$ cat config.mk
export PLATFORM = sky130hd
export DESIGN_NAME = imem_loader
export DESIGN_NICKNAME = d
export VERILOG_FILES = /design/src/rtl/imem_loader_pkg.sv /design/src/rtl/imem_loader.sv
export SDC_FILE = /design/constraint.sdc
export NUM_CORES = 1
export LEC_CHECK = 0
export CORE_MARGIN = 3
export CORE_UTILIZATION = 50
export DETAILED_ROUTE_END_ITERATION = 16
export PLACE_DENSITY = 0.84
export SYNTH_ARGS = -nofsm -noshare
export SYNTH_HDL_FRONTEND = slang
export SYNTH_SLANG_ARGS = --single-unit
$ cat constraint.sdc
create_clock -name clk -period 5.2 [get_ports clk]
set_input_delay 1.3 -clock clk [delete_from_list [all_inputs] [get_ports clk]]
set_output_delay 1.3 -clock clk [all_outputs]
set_load 0.02 [all_outputs]
$ cat src/rtl/imem_loader_pkg.sv
// Shared types and constants for the instruction-memory loader.
// Depth default is shared with the instruction memory itself.
package imem_loader_pkg;

  typedef enum logic [2:0] {
    S_IDLE,
    S_LEN_LO,
    S_LEN_HI,
    S_PAYLOAD,
    S_CHECK,
    S_DONE,
    S_ERR
  } state_t;

  localparam logic [1:0] ERR_NONE  = 2'b00;
  localparam logic [1:0] ERR_LEN   = 2'b01;
  localparam logic [1:0] ERR_ALIGN = 2'b10;
  localparam logic [1:0] ERR_CSUM  = 2'b11;

  localparam int IMEM_BYTES = 36;

endpackage

$ cat src/rtl/imem_loader.sv
// Streams a framed program image (LEN_LO, LEN_HI, payload, XOR CHK)
// into instruction memory from byte 0 and holds the CPU until it commits.
//
// Ports:
//   clk, reset       rising-edge clock, synchronous active-low reset
//   start            begins a load from IDLE, DONE or ERR
//   s_valid/s_data   input byte stream, s_ready accepts it
//   mem_we/addr/wdata  byte write port, one cycle after the handshake
//   busy/done/error/err_code  load status
//   cpu_hold         1 keeps the CPU in reset
module imem_loader
  import imem_loader_pkg::*;
#(
  parameter int MEM_BYTES = IMEM_BYTES,
  parameter int ADDR_W    = 6
) (
  input  logic              clk,
  input  logic              reset,
  input  logic              start,
  input  logic              s_valid,
  input  logic [7:0]        s_data,
  output logic              s_ready,
  output logic              mem_we,
  output logic [ADDR_W-1:0] mem_addr,
  output logic [7:0]        mem_wdata,
  output logic              busy,
  output logic              done,
  output logic              error,
  output logic [1:0]        err_code,
  output logic              cpu_hold
);

  localparam int          CW      = ADDR_W + 1;
  localparam logic [15:0] MAX_LEN = 16'(MEM_BYTES);

  state_t            state_q;
  state_t            state_d;
  logic [15:0]       len_q;
  logic [CW-1:0]     cnt_q;
  logic [CW-1:0]     cnt_inc;
  logic [7:0]        csum_q;
  logic [1:0]        code_q;
  logic [1:0]        code_d;
  logic              we_q;
  logic [ADDR_W-1:0] addr_q;
  logic [7:0]        wdata_q;
  logic              loading;
  logic              idle_like;
  logic              xfer;
  logic              go;
  logic [15:0]       len_full;

  assign loading = state_q inside {S_LEN_LO, S_LEN_HI,
                                   S_PAYLOAD, S_CHECK};
  assign idle_like = state_q inside {S_IDLE, S_DONE, S_ERR};

  assign s_ready  = loading;
  assign xfer     = s_valid & loading;
  assign go       = start & idle_like;
  assign len_full = {s_data, len_q[7:0]};
  assign cnt_inc  = cnt_q + 1'b1;

  always_comb begin
    state_d = state_q;
    code_d  = code_q;
    unique case (state_q)
      S_IDLE, S_DONE, S_ERR: begin
        if (start) begin
          state_d = S_LEN_LO;
          code_d  = ERR_NONE;
        end
      end
      S_LEN_LO: begin
        if (xfer) state_d = S_LEN_HI;
      end
      S_LEN_HI: begin
        if (xfer) begin
          if (len_full > MAX_LEN) begin
            state_d = S_ERR;
            code_d  = ERR_LEN;
          end else if (len_full[1:0] != 2'b00) begin
            state_d = S_ERR;
            code_d  = ERR_ALIGN;
          end else if (len_full == 16'd0) begin
            state_d = S_CHECK;
          end else begin
            state_d = S_PAYLOAD;
          end
        end
      end
      S_PAYLOAD: begin
        if (xfer && 16'(cnt_inc) == len_q)
          state_d = S_CHECK;
      end
      S_CHECK: begin
        if (xfer) begin
          if (s_data == csum_q) begin
            state_d = S_DONE;
          end else begin
            state_d = S_ERR;
            code_d  = ERR_CSUM;
          end
        end
      end
      default: state_d = S_IDLE;
    endcase
  end

  // Reset wins over a same-edge payload handshake, so a write that
  // would land on the next cycle never appears.
  always_ff @(posedge clk) begin
    if (!reset) begin
      state_q <= S_IDLE;
      code_q  <= ERR_NONE;
      len_q   <= '0;
      cnt_q   <= '0;
      csum_q  <= '0;
      we_q    <= 1'b0;
      addr_q  <= '0;
      wdata_q <= '0;
    end else begin
      state_q <= state_d;
      code_q  <= code_d;
      we_q    <= 1'b0;
      if (go) begin
        len_q  <= '0;
        cnt_q  <= '0;
        csum_q <= '0;
      end
      if (xfer && state_q == S_LEN_LO)
        len_q[7:0] <= s_data;
      if (xfer && state_q == S_LEN_HI)
        len_q[15:8] <= s_data;
      if (xfer && state_q == S_PAYLOAD) begin
        we_q    <= 1'b1;
        addr_q  <= cnt_q[ADDR_W-1:0];
        wdata_q <= s_data;
        csum_q  <= csum_q ^ s_data;
        cnt_q   <= cnt_inc;
      end
    end
  end

  assign mem_we    = we_q;
  assign mem_addr  = addr_q;
  assign mem_wdata = wdata_q;
  assign busy      = loading;
  assign done      = (state_q == S_DONE);
  assign error     = (state_q == S_ERR);
  assign err_code  = code_q;
  assign cpu_hold  = (state_q != S_DONE);

endmodule

==> flow_summary.json, run 1 <==
{
  "cp_max_fo": 19,
  "dp_hpwl_um": 4437,
  "htreeDepth": 2,
  "period_needed_ns": 3.599,
  "synthDistinctLibCells": 54,
  "slew-limit-headroom_pct": 55.47,
  "synth_compound_area_share_pct": 23.71,
  "cp-start-kind": "flip-flop",
  "syn_to_final_growth_pct": 14.20,
  "synth_top_area_share_pct": 37.87,
  "yosys.area.top_type": "dfxtp_1",
  "post-route-drc-count": 0,
  "grt_pass1_vias": 2320,
  "drive_gt1_share_pct": 6.593,
  "core_area_um2": 5172,
  "power_density_nw_per_um2": 382.1,
  "syn-mean-instance-area_um2": 7.660,
  "synth-seq-area-share_pct": 37.87,
  "synth_edf_count": 0,
  "cts_root_buffer": "clkbuf_8",
  "arrival_ns": 2.30,
  "die-area_um2": 6310,
  "rows": 26,
  "num_vias": 2578,
  "grt_max_degree": 48,
  "yosysMostFrequentCell": "dfxtp_1",
  "fin_crit_sh_pct": 69.22,
  "synth-adder-area-share_pct": 0.4640,
  "fmax_mhz": 277.8,
  "wl_per_cell_um": 15.01,
  "cts_max_path_buffers": 2,
  "viasPerCell": 5.940,
  "grt_antenna_before_repair": 0,
  "finalSetupViolations": 0,
  "gp_congestion": 0.8553,
  "critPathKind": "flip-flop to primary output",
  "worst_pin_slew_ns": 0.6670,
  "peakVddDrop_mv": 0.2147,
  "synth_nets": 365,
  "syn_area_um2": 2696,
  "nets": 376,
  "hp-class": "flip-flop to flip-flop",
  "maxSlewViolCount": 0,
  "crit_family": "flip-flops",
  "synth_top_family_by_area": "simple AND/OR/NAND/NOR gates",
  "postCtsHoldBufs": 0,
  "end_kind": "primary output",
  "ios": 34,
  "synthCells": 352,
  "clk_latency_ns": 0.31,
  "grt_pass1_wl_um": 10810,
  "antennaDiodeCount": 0,
  "cts-resized-gates": 0,
  "crit_buf_inv": 1,
  "hold_viol": 0,
  "post-cts-setup-buffers": 0,
  "synthMuxAreaShare_pct": 0.4176,
  "synth_ff_type": "dfxtp_1",
  "gr-total-overflow": 0,
  "critPathRequiredTime_ns": 3.90,
  "critPathSlowestCell": "dfxtp_1",
  "port_buffers": 33,
  "synth.top_cells.by_count": "dfxtp_1, nor2_1, nand2_1, a21oi_1, o21ai_0",
  "drt_iter0_markers": 204,
  "cts.clk_slew.worst_paths_ns": 0.10,
  "first_pass_iters": 4,
  "antenna_left": 0,
  "crit_path_cell_trace": "nor2_1, xnor2_1, clkdlybuf4s50_1",
  "maxCapViolations": 0,
  "routed_wl_um": 6513,
  "cts.sink_count": 51,
  "slowest_delay_ns": 0.74,
  "cts_tree": "yes",
  "async_flop_share_pct": 0,
  "die_w_um": 79.44,
  "initial_utilization_pct": 52.13,
  "setup_tns_ns": 0,
  "die_h_um": 79.44,
  "synth-xor-area-share_pct": 6.172,
  "grt.total_usage_pct": 21.27,
  "status": "finished, final reports clean",
  "synth-simple-area-share_pct": 24.83,
  "synth_area_leaders": "dfxtp_1, a21oi_1, nor2_1",
  "yosys_warnings": 0,
  "fin_hold_ws_ns": 0.4589,
  "yosys_register_bits": 51,
  "numCtsBuffers": 5,
  "p_leak_nw": 1.072,
  "rsz0062_at_grt": "false",
  "fin_worst_skew_ns": 0.007794
}
-- placed cells by master (no fill, tap or decap), drive strengths merged, types with 6 or more instances in the layout --
master         count
inv                6
nor4               7
nand2             39
a22oi             18
nor3              14
clkdlybuf4s50     33
o21ai             23
xnor2              7
a21oi             35
dfxtp             51
nor2              45
a31oi              6
xor2              12
-- layout make-up --
class,instances,area [um^2]
fillers,433,2093
multi-input cells,262,1499
flip-flops and latches,51,1021
repair buffers,37,360.3
well taps,70,87.58
clock buffers,5,68.82
inverters,6,22.52
clock inverters,3,20.02
-- cells by family after synthesis --
kind of cell / after synthesis
AOI/OAI and AO/OA: 102
adders and majority gates: 1
muxes: 1
xor gates and xnor gates: 19
buffers and inverters: 39
DFF: 51
and+or+nand+nor: 139
-- state kept, by name, summed over array words and instances (netlist names) --
register   count
mem_we         1
csum_q         8
mem_wdata      8
cnt_q          7
mem_addr       6
len_q         16
err_code       2
state_q        3
-- path summary, 6_finish.rpt --
check | start | to | slack [ns] | cells after the start
min reg2reg | mem_addr[4]$_SDFFE_PN0P_ | mem_addr[4]$_SDFFE_PN0P_ | 0.46 | 2
max | state_q[1]$_SDFFE_PN0P_ | s_ready | 1.60 | 3
min | mem_addr[4]$_SDFFE_PN0P_ | mem_addr[4]$_SDFFE_PN0P_ | 0.46 | 2
max reg2reg | state_q[1]$_SDFFE_PN0P_ | len_q[10]$_SDFFE_PN0P_ | 2.90 | 5
-- metal layers --
metal  vias to the layer above  wire (um)  share of wire [%]  track usage (%)
met3                         8        370                5.7            4.515
met2                       100       3124                 48            35.23
li1                       1253          -                  -                -
met5                         -          0                  0                0
met4                         0         73                1.1            4.983
met1                      1217       2944                 45            28.31
-- where the power goes --
part	switching (mW)	internal (mW)
clock	0.134	0.0939
sequential	0.0720	0.427
combinational	0.255	0.194
-- through the flow --
| stage | std cells | power [mW] | area (um^2) | worst slack (ns) | utilization [%] |
|---|---|---|---|---|---|
| finish | 434 | 1.176 | 3079 | 1.601 | 59.53 |
| global route | 434 | 1.243 | 3079 | 1.483 | 59.53 |
| CTS | 434 | 1.176 | 3079 | 1.605 | 59.53 |
| detailed placement | 426 | 0.9516 | 2990 | 1.652 | 57.81 |
| global placement | 426 | 0.9432 | 2990 | 1.736 | 57.81 |
| floorplan | 352 | 0.8357 | 2696 | 2.547 | - |
-- worst register-to-register path: cells and delay by family (launching register included) --
kind	cells	cell delay, ns
simple gates	3	0.97
compound gates	2	0.47
flops	1	0.74
No activity file was read; power rests on OpenSTA's default activity.
==> run 2: changes to the inputs <==
Clock period 5.2 ns to 3.38 ns, I/O delays scaled along.
==> run 2 against run 1 <==
Net effect:
- global-route usage decreased by 0.66 points
- first-iteration DRC count increased by 5.9%
- largest cell class unchanged
- flip-flop and latch count unchanged
- highest routed layer unchanged
- via count increased by 1.7%
==> flow_summary.json, run 2 (synthesized netlist as in run 1, its figures left out) <==
{
  "maxSlewViolCount": 0,
  "syn_to_final_growth_pct": 17.59,
  "gp_congestion": 0.9457,
  "grt.total_usage_pct": 20.61,
  "layout_common_cells": "dfxtp_1, nor2_1, nand2_1, a21oi_1, clkdlybuf4s50_1",
  "hold_viol": 0,
  "power_density_nw_per_um2": 598.3,
  "fin_crit_sh_pct": 91.79,
  "largest-register": "len_q",
  "post-route-drc-count": 0,
  "end_kind": "primary output",
  "viasPerCell": 5.946,
  "arrival_ns": 2.26,
  "fin_cells": 441,
  "dp_hpwl_um": 4496,
  "core_area_um2": 5172,
  "switching_share_pct": 37.28,
  "rows": 26,
  "status": "finished, final reports clean",
  "critPathSlowestCell": "dfxtp_1",
  "crit_family": "flip-flops",
  "numCtsBuffers": 5,
  "fill_cells": 443,
  "gr-total-overflow": 0,
  "port_buffers": 33,
  "antenna_left": 0,
  "peakVddDrop_mv": 0.3693,
  "routed_wl_um": 6315,
  "cp-start-kind": "flip-flop",
  "slowest_delay_ns": 0.72,
  "postCtsHoldBufs": 0,
  "hp-class": "flip-flop to flip-flop",
  "grt_pass1_wl_um": 10640,
  "cts-resized-gates": 0,
  "fin_worst_skew_ns": 0.009912,
  "cts.sink_count": 51,
  "htreeDepth": 2,
  "rsz0062_at_grt": "false",
  "grt_pass1_vias": 2357,
  "crit_path_cell_trace": "nor2_1, xnor2_1, clkdlybuf4s50_1",
  "post-cts-setup-buffers": 0,
  "maxCapViolations": 0,
  "critPathKind": "flip-flop to primary output",
  "grt_antenna_before_repair": 0,
  "critPathRequiredTime_ns": 2.53,
  "dp_cells": 433,
  "finalSetupViolations": 0,
  "cts.clk_slew.worst_paths_ns": 0.10,
  "slew-limit-headroom_pct": 28.52,
  "p_leak_nw": 1.125,
  "ios": 34,
  "cts_max_path_buffers": 2,
  "die_h_um": 79.44,
  "power_frac_clock_pct": 23.0,
  "drive_gt1_share_pct": 8.356,
  "layout_commonest_cell": "dfxtp_1",
  "multi_input_area_um2": 1499,
  "worst_pin_slew_ns": 1.072,
  "internal_power_mw": 1.190,
  "crit_buf_inv": 1,
  "initial_utilization_pct": 52.13,
  "layout.area.seq_um2": 1021,
  "wl_per_cell_um": 14.32,
  "p_comb_share_pct": 38.2,
  "cp_max_fo": 18,
  "nets": 383,
  "setup_tns_ns": 0,
  "antennaDiodeCount": 0,
  "grt_max_degree": 29,
  "largest_reg_flops": 16,
  "period_needed_ns": 3.103,
  "cts_tree": "yes",
  "num_vias": 2622,
  "p_sw_mw": 0.7073,
  "drt_iter0_markers": 216,
  "die_w_um": 79.44,
  "seq_power_share_pct": 38.9,
  "clk_latency_ns": 0.31,
  "die-area_um2": 6310,
  "first_pass_iters": 5,
  "fmax_mhz": 322.3,
  "cts_root_buffer": "clkbuf_8"
}
run 2: routing by layer:
metal | vias to the layer above | wire length (um) | GRT usage (%)
met3 | 8 | 345 | 4.176
met2 | 106 | 3087 | 32.97
met4 | 0 | 76 | 7.388
met5 | - | 0 | 0
li1 | 1272 | - | -
met1 | 1236 | 2806 | 27.45
run 2: cell type report:
cell class | instances | area share, %
clock inverters | 3 | 1.460
well taps | 70 | 2.762
multi-input cells | 262 | 47.28
flip-flops and latches | 51 | 32.20
repair buffers | 44 | 13.42
clock buffers | 5 | 2.170
inverters | 6 | 0.7103
run 2: per-stage QoR:
| stage | power (mW) | cell area (um^2) | hold slack [ns] | util (%) | setup WS (ns) |
|---|---|---|---|---|---|
| 5_1_grt | 2.017 | 3171 | 0.4814 | 61.30 | 0.1554 |
| 6_report | 1.897 | 3171 | 0.4593 | 61.30 | 0.2774 |
| 3_5_place_dp | 1.469 | 3055 | 0.4453 | 59.07 | 0.3839 |
| 3_3_place_gp | 1.451 | 3055 | 0.4413 | 59.07 | 0.4306 |
| 4_1_cts | 1.902 | 3171 | 0.4600 | 61.30 | 0.2537 |
| 2_1_floorplan | 1.286 | 2696 | 0.4567 | - | 1.182 |
run 2: final timing paths:
| check | startpoint | end | slack (ns) | cells past startpoint |
|---|---|---|---|---|
| max | state_q[0]$_SDFFE_PN0P_ | s_ready | 0.28 | 3 |
| min | mem_addr[2]$_SDFFE_PN0P_ | mem_addr[2]$_SDFFE_PN0P_ | 0.46 | 2 |
| max reg2reg | state_q[0]$_SDFFE_PN0P_ | cnt_q[3]$_SDFFE_PN0P_ | 0.79 | 5 |
| min reg2reg | mem_addr[2]$_SDFFE_PN0P_ | mem_addr[2]$_SDFFE_PN0P_ | 0.46 | 2 |
run 2: power groups by stage:
stage	combinational [mW]	clock [mW]	sequential, mW
after floorplan	0.567	0	0.719
after detailed placement	0.720	0	0.750
after CTS	0.722	0.443	0.736
final	0.724	0.436	0.737
after global routing	0.800	0.469	0.748
after global placement	0.704	0	0.746
run 2: worst register-to-register path, delay by kind of cell, from the launching register on:
family           cells  cell delay, ns
AND/OR/NAND/NOR      1            0.23
AO/OA/AOI/OAI        3            1.24
multiplexers         1            0.35
flip-flops           1            0.72
==> run 3: changes to the inputs <==
Settings changed: CELL_PAD_IN_SITES_DETAIL_PLACEMENT set to 1, CELL_PAD_IN_SITES_GLOBAL_PLACEMENT set to 1, CORE_UTILIZATION 50 to 40, PLACE_DENSITY 0.84 to 0.89.
==> run 3 against run 2 <==
Net effect:
- non-clock buffer count decreased by 1
- final cell count increased by 1.4%
- count of clock-buffer cells in the layout increased by 2
- sequential power decreased by 0.5%
- power decreased by 1.9%
- register-to-register slack got worse by 0.17 ns
- flip-flop and latch count unchanged
- sequential share of layout area increased by 0.32 points
- hold slack about the same
- wire length increased by 22%
- critical endpoint unchanged
- largest cell class unchanged
- largest power group is now combinational cells
==> flow_summary.json, run 3 (synthesized netlist as in run 1, its figures left out) <==
{
  "status": "finished, final reports clean",
  "fin_crit_sh_pct": 93.19,
  "rr_startpoint": "state_q[0]$_SDFFE_PN0P_",
  "busiest_layer": "met2",
  "largest_reg_flops": 16,
  "pre_cts_ws_ns": 0.3231,
  "maxSlewViolCount": 0,
  "finalSetupViolations": 0,
  "antennaDiodeCount": 0,
  "worst_pin_slew_ns": 1.187,
  "die_h_um": 88.10,
  "power_density_nw_per_um2": 592.6,
  "drt_iter0_markers": 165,
  "fmax_mhz": 317.5,
  "cts.sink_count": 51,
  "hp-class": "flip-flop to flip-flop",
  "die_w_um": 88.10,
  "grt_pass1_vias": 2524,
  "initial_utilization_pct": 41.75,
  "drive_gt1_share_pct": 7.838,
  "port_buffers": 33,
  "die-area_um2": 7762,
  "num_vias": 2635,
  "core_area_um2": 6459,
  "cts_tree": "yes",
  "dp_hpwl_um": 5325,
  "nets": 382,
  "ios": 34,
  "numCtsBuffers": 5,
  "viasPerCell": 5.895,
  "crit_start": "state_q[0]$_SDFFE_PN0P_",
  "layout_commonest_cell": "dfxtp_1",
  "grtUsageMet3_pct": 2.916,
  "p_leak_nw": 1.111,
  "post-cts-setup-buffers": 0,
  "peakVddDrop_mv": 0.3081,
  "arrival_ns": 2.30,
  "cts.clk_slew.worst_paths_ns": 0.09,
  "finalCoreUtilization_pct": 48.61,
  "wl_per_cell_um": 17.20,
  "end_kind": "primary output",
  "maxCapViolations": 0,
  "fin_worst_skew_ns": 0.003193,
  "power.total_mw": 1.860,
  "cts-resized-gates": 0,
  "rows": 29,
  "stdcell_area_um2": 3139,
  "slew-limit-headroom_pct": 20.88,
  "fin_ws_ns": 0.2300,
  "layout_common_cells": "dfxtp_1, nor2_1, nand2_1, a21oi_1, clkdlybuf4s50_1",
  "antenna_left": 0,
  "grt_pass1_wl_um": 12320,
  "syn_to_final_growth_pct": 16.43,
  "critPathRequiredTime_ns": 2.53,
  "routed_wl_um": 7689,
  "grt.total_usage_pct": 19.99,
  "fill_cells": 824,
  "period_needed_ns": 3.150,
  "cp_max_fo": 18,
  "clk_latency_ns": 0.30,
  "critPathKind": "flip-flop to primary output",
  "grt_use_met1_pct": 25.65,
  "ff2ff_path_depth": 5,
  "rrSetupSlack_ns": 0.62,
  "hold_viol": 0,
  "met2_usage_pct": 34.79,
  "reg2reg_to": "csum_q[4]$_SDFFE_PN0P_",
  "cts_root_buffer": "clkbuf_8",
  "rsz0062_at_grt": "false",
  "postCtsHoldBufs": 0,
  "first_pass_iters": 4,
  "grt_max_degree": 47,
  "placed_cell_area_um2": 3044,
  "htreeDepth": 2,
  "largest-register": "len_q",
  "gp_congestion": 0.8798,
  "grt_antenna_before_repair": 0,
  "cp-start-kind": "flip-flop",
  "setup_tns_ns": 0,
  "cts_max_path_buffers": 2,
  "post-route-drc-count": 0,
  "endpoint": "s_ready",
  "gr-total-overflow": 0
}
-- run 3: cell types whose count changed in the layout (fill, tap and decap cells not counted), sizes merged --
cell	previous run	this run
clkbuf	5	7
bufinv	1	0
clkinvlp	1	0
clkinv	0	1
buf	11	10
inv	7	6
-- run 3: worst max-delay path: stages (launching register included) --
cell	delay, ns
dfxtp_1	0.73
nor2_1	0.24
xnor2_1	0.35
clkdlybuf4s50_1	0.68
-- run 3: cell type report --
| type | instances | area, um^2 | area share, % |
|---|---|---|---|
| well taps | 77 | 96.34 | 3.069 |
| inverters | 6 | 22.52 | 0.7174 |
| flip-flops and latches | 51 | 1021 | 32.52 |
| clock buffers | 7 | 86.33 | 2.750 |
| clock inverters | 1 | 8.758 | 0.2790 |
| multi-input cells | 262 | 1499 | 47.75 |
| repair buffers | 43 | 405.4 | 12.91 |
-- run 3: how the worst min path moves through the flow --
stage | startpoint | endpoint | slack [ns] | cells after the start
global placement | mem_wdata[5]$_SDFFE_PN0P_ | mem_wdata[5]$_SDFFE_PN0P_ | 0.44 | 2
finish | mem_addr[1]$_SDFFE_PN0P_ | mem_addr[1]$_SDFFE_PN0P_ | 0.46 | 2
CTS | mem_addr[1]$_SDFFE_PN0P_ | mem_addr[1]$_SDFFE_PN0P_ | 0.47 | 2
global route | mem_addr[4]$_SDFFE_PN0P_ | mem_addr[4]$_SDFFE_PN0P_ | 0.49 | 2
floorplan | len_q[10]$_SDFFE_PN0P_ | len_q[10]$_SDFFE_PN0P_ | 0.46 | 2
detailed placement | mem_addr[1]$_SDFFE_PN0P_ | mem_addr[1]$_SDFFE_PN0P_ | 0.45 | 2
-- run 3: power by group --
group	internal, mW	switching, mW	total (mW)	leakage, nW
registers	0.657	0.0760	0.733	0.413
clock network	0.168	0.201	0.369	0.0484
logic	0.309	0.449	0.758	0.650
total	1.13	0.726	1.86	1.11
-- run 3: per-layer routing --
layer  up-vias  share of wire (%)
met1      1304                 44
met5         -                  0
met3        12                2.8
met4         0                1.5
met2        46                 52
li1       1273                  -
-- run 3: per-stage QoR --
step	std cells	hold WS, ns
6_report	447	0.4592
5_1_grt	447	0.4876
4_1_cts	447	0.4668
3_5_place_dp	439	0.4538
3_3_place_gp	439	0.4436
2_1_floorplan	352	0.4567
